===== src/rtl/seat_pkg.sv =====
// Shared definitions for the seat table read side (scan reader) and the
// write-side timeout logic: table geometry, seat state encoding, scan FSM states.
package seat_pkg;

    localparam int N_SEATS = 32;
    localparam int TIME_W  = 11;
    localparam int SEAT_W  = 8;
    localparam int CNT_W   = $clog2(N_SEATS + 1);

    typedef enum logic [1:0] {
        FREE     = 2'd0,
        RESERVED = 2'd1,
        AWAY     = 2'd2,
        OCCUPIED = 2'd3
    } seat_state_t;

    typedef enum logic [1:0] {
        S_IDLE  = 2'd0,
        S_READ  = 2'd1,
        S_DRAIN = 2'd2,
        S_DONE  = 2'd3
    } scan_state_t;

endpackage


===== src/rtl/seat_expire_chk.sv =====
// Reservation timeout test shared by the read and write sides of the seat
// table. Elapsed time is taken modulo 2^TIME_W so a stamp from before the
// time counter wrapped still yields the true distance; the timeout is strict.
module seat_expire_chk
    import seat_pkg::*;
(
    input  logic [TIME_W-1:0] now,
    input  logic [TIME_W-1:0] stamp,
    input  logic [TIME_W-1:0] limit,
    input  seat_state_t       state,
    output logic              expired
);

    logic [TIME_W-1:0] elapsed;

    assign elapsed = now - stamp;
    assign expired = (state == RESERVED) && (elapsed > limit);

endmodule


===== src/rtl/seat_scan_reader.sv =====
// Seat table scanner: sweeps all seats over the synchronous read port,
// classifies each one (with reservation timeout) and publishes occupancy
// counts plus the lowest free seat when the sweep completes.
// Optional macro SEAT_SCAN_EXPIRE_CLR_EN adds clr_en/clr_addr, a one-cycle
// strobe per expired seat so the write port can return it to FREE.
module seat_scan_reader
    import seat_pkg::*;
(
    input  logic              clk_scan,
    input  logic              rst_scan,
    input  logic              start_scan,
    input  logic [TIME_W-1:0] Time_now,
    input  logic [TIME_W-1:0] limit_time,
    output logic              rd_en,
    output logic [SEAT_W-1:0] rd_addr,
    input  logic [TIME_W-1:0] rd_time,
    input  logic [1:0]        rd_state,
    output logic              busy,
    output logic              done,
    output logic [CNT_W-1:0]  free_cnt,
    output logic [CNT_W-1:0]  reserved_cnt,
    output logic [CNT_W-1:0]  occupied_cnt,
    output logic [CNT_W-1:0]  expired_cnt,
    output logic [SEAT_W-1:0] first_free,
    output logic              first_free_vld
`ifdef SEAT_SCAN_EXPIRE_CLR_EN
    ,
    output logic              clr_en,
    output logic [SEAT_W-1:0] clr_addr
`endif
);

    scan_state_t       state;
    logic [SEAT_W-1:0] addr_cnt;
    logic              last_addr;
    logic              start_acc;

    logic [TIME_W-1:0] time_snap;
    logic [TIME_W-1:0] limit_snap;

    logic              eval_vld_p1;
    logic [SEAT_W-1:0] eval_addr_p1;

    seat_state_t       seat;
    logic              expired;
    logic              is_free, is_res, is_occ, is_exp;

    logic [CNT_W-1:0]  free_acc, res_acc, occ_acc, exp_acc;
    logic [SEAT_W-1:0] ff_acc;
    logic              ff_vld_acc;
    logic [CNT_W-1:0]  free_nxt, res_nxt, occ_nxt, exp_nxt;
    logic [SEAT_W-1:0] ff_nxt;
    logic              ff_vld_nxt;

    assign last_addr = (addr_cnt == SEAT_W'(N_SEATS - 1));
    assign start_acc = (state == S_IDLE) && start_scan;
    assign rd_en     = (state == S_READ);
    assign rd_addr   = addr_cnt;
    assign busy      = (state == S_READ) || (state == S_DRAIN);
    assign done      = (state == S_DONE);

    // Scan sequencer: IDLE -> READ (one address per cycle) -> DRAIN -> DONE
    always_ff @(posedge clk_scan) begin
        if (rst_scan) begin
            state    <= S_IDLE;
            addr_cnt <= '0;
        end else begin
            case (state)
                S_IDLE: begin
                    if (start_scan) begin
                        state    <= S_READ;
                        addr_cnt <= '0;
                    end
                end
                S_READ: begin
                    if (last_addr) begin
                        state    <= S_DRAIN;
                        addr_cnt <= '0;
                    end else begin
                        addr_cnt <= addr_cnt + SEAT_W'(1);
                    end
                end
                S_DRAIN: state <= S_DONE;
                default: state <= S_IDLE;
            endcase
        end
    end

    // Freeze the time reference for the whole sweep
    always_ff @(posedge clk_scan) begin
        if (start_acc) begin
            time_snap  <= Time_now;
            limit_snap <= limit_time;
        end
    end

    // Read data returns one cycle after the strobe; track which seat it belongs to
    always_ff @(posedge clk_scan) begin
        if (rst_scan) begin
            eval_vld_p1 <= 1'b0;
        end else begin
            eval_vld_p1 <= rd_en;
        end
        eval_addr_p1 <= rd_addr;
    end

    // ---- stage p1: classify the returned seat ----
    assign seat = seat_state_t'(rd_state);

    seat_expire_chk u_expire_chk (
        .now     (time_snap),
        .stamp   (rd_time),
        .limit   (limit_snap),
        .state   (seat),
        .expired (expired)
    );

    assign is_exp  = eval_vld_p1 && expired;
    assign is_free = eval_vld_p1 && ((seat == FREE) || expired);
    assign is_res  = eval_vld_p1 && (seat == RESERVED) && !expired;
    assign is_occ  = eval_vld_p1 && ((seat == AWAY) || (seat == OCCUPIED));

    assign free_nxt   = free_acc + CNT_W'(is_free);
    assign res_nxt    = res_acc  + CNT_W'(is_res);
    assign occ_nxt    = occ_acc  + CNT_W'(is_occ);
    assign exp_nxt    = exp_acc  + CNT_W'(is_exp);
    assign ff_vld_nxt = ff_vld_acc || is_free;
    assign ff_nxt     = (is_free && !ff_vld_acc) ? eval_addr_p1 : ff_acc;

    // Running totals for the sweep; first free seat is latched once
    always_ff @(posedge clk_scan) begin
        if (rst_scan || start_acc) begin
            free_acc   <= '0;
            res_acc    <= '0;
            occ_acc    <= '0;
            exp_acc    <= '0;
            ff_acc     <= '0;
            ff_vld_acc <= 1'b0;
        end else if (eval_vld_p1) begin
            free_acc   <= free_nxt;
            res_acc    <= res_nxt;
            occ_acc    <= occ_nxt;
            exp_acc    <= exp_nxt;
            ff_acc     <= ff_nxt;
            ff_vld_acc <= ff_vld_nxt;
        end
    end

    // ---- stage p2: publish results entering DONE, including the last seat ----
    always_ff @(posedge clk_scan) begin
        if (rst_scan) begin
            free_cnt       <= '0;
            reserved_cnt   <= '0;
            occupied_cnt   <= '0;
            expired_cnt    <= '0;
            first_free     <= '0;
            first_free_vld <= 1'b0;
        end else if (state == S_DRAIN) begin
            free_cnt       <= free_nxt;
            reserved_cnt   <= res_nxt;
            occupied_cnt   <= occ_nxt;
            expired_cnt    <= exp_nxt;
            first_free     <= ff_nxt;
            first_free_vld <= ff_vld_nxt;
        end
    end

`ifdef SEAT_SCAN_EXPIRE_CLR_EN
    // One-cycle clear strobe for each seat found expired
    always_ff @(posedge clk_scan) begin
        if (rst_scan) begin
            clr_en   <= 1'b0;
            clr_addr <= '0;
        end else begin
            clr_en   <= is_exp;
            clr_addr <= eval_addr_p1;
        end
    end
`endif

endmodule


===== config.mk =====
export PLATFORM = sky130hd
export DESIGN_NAME = seat_scan_reader
export DESIGN_NICKNAME = d
export VERILOG_FILES = /design/src/rtl/seat_pkg.sv /design/src/rtl/seat_expire_chk.sv /design/src/rtl/seat_scan_reader.sv
export SDC_FILE = /design/constraint.sdc
export NUM_CORES = 1
export LEC_CHECK = 0
export ABC_AREA = 0
export BUFFER_PORTS_ARGS = -buffer_cell sky130_fd_sc_hd__buf_4
export CORE_UTILIZATION = 40
export CTS_CLUSTER_DIAMETER = 40
export DETAILED_ROUTE_END_ITERATION = 8
export GPL_TIMING_DRIVEN = 0
export PLACE_DENSITY_LB_ADDON = 0.2
export SKIP_LAST_GASP = 1
export SLEW_MARGIN = 40
export SYNTH_ARGS = -nofsm -noshare
export SYNTH_HDL_FRONTEND = slang
export SYNTH_HIERARCHICAL = 1
export SYNTH_SLANG_ARGS = --single-unit

===== constraint.sdc =====
create_clock -name clk_scan -period 4.5 [get_ports clk_scan]
set_input_delay 0.9 -clock clk_scan [delete_from_list [all_inputs] [get_ports clk_scan]]
set_output_delay 0.9 -clock clk_scan [all_outputs]
set_load 0.03 [all_outputs]

==> flow_metrics.tcl <==
set metrics [dict create \
    cp_slowest_cell "fa_1" \
    die_height_um 112.6 \
    die_w_um 112.6 \
    ys_types 49 \
    final_layout_size_suffix_gt1_share_pct 22.01 \
    worstPathCellList "buf_4 -> ha_1 -> inv_1 -> fa_1 -> a21o_1 -> nand4_1 -> o21ai_2 -> o22ai_1 -> xnor2_1 -> ha_1 -> a21oi_2 -> o211ai_1 -> and3_1 -> o21ai_1 -> a21oi_2 -> and4bb_2 -> ha_2 -> ha_2 -> nand3_1 -> xor2_1 -> a211oi_1" \
    clockRootBuffer "clkbuf_16" \
    grt_pass1_wl_mm 17.35 \
    ant_nets 0 \
    routed-via-count 3630 \
    cts_tree "yes" \
    tns_ns 0 \
    cts_buffers 9 \
    drt_iter0_markers 138 \
    cts_sinks 107 \
    nFillCells 1077 \
    viasPerCell 5.014 \
    leakage_nw 2.505 \
    slew_headroom_pct 58.24 \
    hold_viol 0 \
    max_freq_mhz 234.7 \
    routed-wl-met3_um 489 \
    clk_latency_ns 0.36 \
    wl_met2_mm 5.151 \
    ys.flop_type "dfxtp_1" \
    ys_ff_latch 107 \
    path_clk_slew_ns 0.08 \
    cts.path.max_buffers 2 \
    fin_crit_sh_pct 94.66 \
    syn-cell-area_um2 4892 \
    grt_overflow_total 0 \
    syn-num-nets 553 \
    outcome "complete, no violations" \
    design.die.area_um2 12680 \
    powerDensity_nw_per_um2 531.6 \
    yosysMostFrequentCell "dfxtp_1" \
    synth-edff-count 22 \
    worst_setup_path_start_kind "input pin" \
    htree_levels 3 \
    design_area_um2 5993 \
    synth_cells 480 \
    crit_path_end_kind "flop" \
    gp_congestion 0.7545 \
    path_max_fanout 4 \
    worstPathRequired_ns 4.77 \
    port_buffers 81 \
    crit_family "compound AO/OA/AOI/OAI gates" \
    io_pins 82 \
    final_max_slew_viol_count 0 \
    hpwl_mm 7.688 \
    grt_start_max_net_pins 24 \
    avgSynthCellArea_um2 10.19 \
    placed_area_um2 5685 \
    fin_skew_ns 0.01213 \
    drt_wl_total_mm 10.61 \
    coreArea_um2 11960 \
    initial_utilization_pct 40.90 \
    synthArstFlopShare_pct 0 \
    netlist.top_cell.by_area "dfxtp_1" \
    worst_pin_slew_ns 0.6264 \
    setup_violations 0 \
    antenna_found_initial 0 \
    grt_pass1_vias 3499 \
    num_rows 40 \
    area_growth_syn_to_layout_pct 22.51 \
    cp_num_buf_inv 2 \
    wire_per_inst_um 14.65 \
    period_needed_ns 4.260 \
    highest_layer "met4" \
    netlist_top_cells_count "dfxtp_1, nor2_1, ha_1" \
    critPathKind "input pin to flop" \
    ir_drop_v 0.0002611 \
    max_stage_delay_ns 0.39 \
    hold_path_class "flop to flop" \
    cp_data_arrival_time_ns 4.53 \
    drcViolationCount 0 \
    first_pass_iters 4 \
    yosysTopAreaCellShare_pct 34.78 \
    wl_met1_mm 4.850 \
    rsz0062_at_grt "no" \
    r2r_setup_slack_ns 0.41 \
    synthTopCellsByArea "dfxtp_1, edfxtp_1, ha_1, nor2_1, xor2_1" \
    ys_seq_area_share_pct 48.29 \
    drv_cap 0 \
    post_cts_buffers 0 \
    yosys_warnings 6 \
    grt_use_total_pct 17.80 \
    layout.nets 645 \
    diodes 0 \
]
cells in the final DEF (no fill, tap or decap), types with 15 or more instances in the layout:
cell type / synthesis / routed
xnor2_1: 15 / 15
ha_1: 34 / 31
buf_4: 0 / 81
nand3_1: 15 / 15
a211oi_1: 27 / 27
dfxtp_1: 85 / 85
inv_1: 26 / 26
mux2i_1: 24 / 24
xor2_1: 32 / 32
edfxtp_1: 22 / 22
nor2_1: 80 / 80
nand4_1: 16 / 16
final timing paths:
kind	endpoint	cells after the start	start
worst max-delay path	reserved_cnt[4]	21	rd_time[0]
worst min-delay path	eval_addr_p1[2]	0	rd_addr[2]
worst max register to register	reserved_cnt[4]	21	time_snap[0]
worst min register to register	eval_addr_p1[2]	0	rd_addr[2]
per-layer routing:
metal / GRT usage [%] / up-vias
met5: 0 / -
met4: 5.600 / 0
met3: 4.644 / 10
met2: 30.74 / 74
met1: 21.63 / 1701
li1: - / 1845
state kept, by name, summed over array words and instances, names as in the netlist, 8 cells and up:
signal	flops
first_free	8
time_snap	11
ff_acc	8
eval_addr_p1	8
rd_addr	8
limit_snap	11
report_power, final:
part,internal (W),leakage [nW],switching (W)
registers,0.00114,0.897,0.0000811
logic,0.000467,1.47,0.000730
clock network,0.000385,0.140,0.000381
through the flow:
stage | instances | setup slack [ns] | util [%] | hold WS (ns) | total power (W)
detailed placement | 708 | -0.3606 | 47.53 | 0.4161 | 0.002434
CTS | 724 | 0.01019 | 49.94 | 0.4278 | 0.003212
floorplan | 480 | 0.2682 | - | 0.4508 | 0.002059
finish | 724 | 0.2401 | 50.10 | 0.4267 | 0.003186
global route | 724 | 0.006419 | 50.10 | 0.4466 | 0.003377
global placement | 708 | -0.3202 | 47.52 | 0.4298 | 0.002410
area by class of cell:
cell class / count / area, um^2 / share of cell area (%)
inverter: 26 / 97.59 / 1.628
sequential: 107 / 2362 / 39.42
buffer: 25 / 108.9 / 1.816
multi-input combinational: 322 / 2345 / 39.12
clock inverter: 7 / 62.56 / 1.044
tap: 147 / 183.9 / 3.069
clock buffer: 9 / 225.2 / 3.758
timing repair buffer: 81 / 608.1 / 10.15
cells by family after synthesis:
kind of cell,after synthesis,share of synthesized area (%)
compound gates,61,9.565
fa+ha+maj,35,9.105
simple gates,153,14.99
xor+xnor,47,8.414
flops,107,48.29
mux,26,5.422
buf+inv,51,4.220
what timing repair did:
action | 4_1_cts | 5_1_grt
hold buffers | 0 | 0
gates resized for setup | 0 | 7
endpoints found under the setup margin | 0 | 23
No activity file was read; power rests on OpenSTA's default activity.
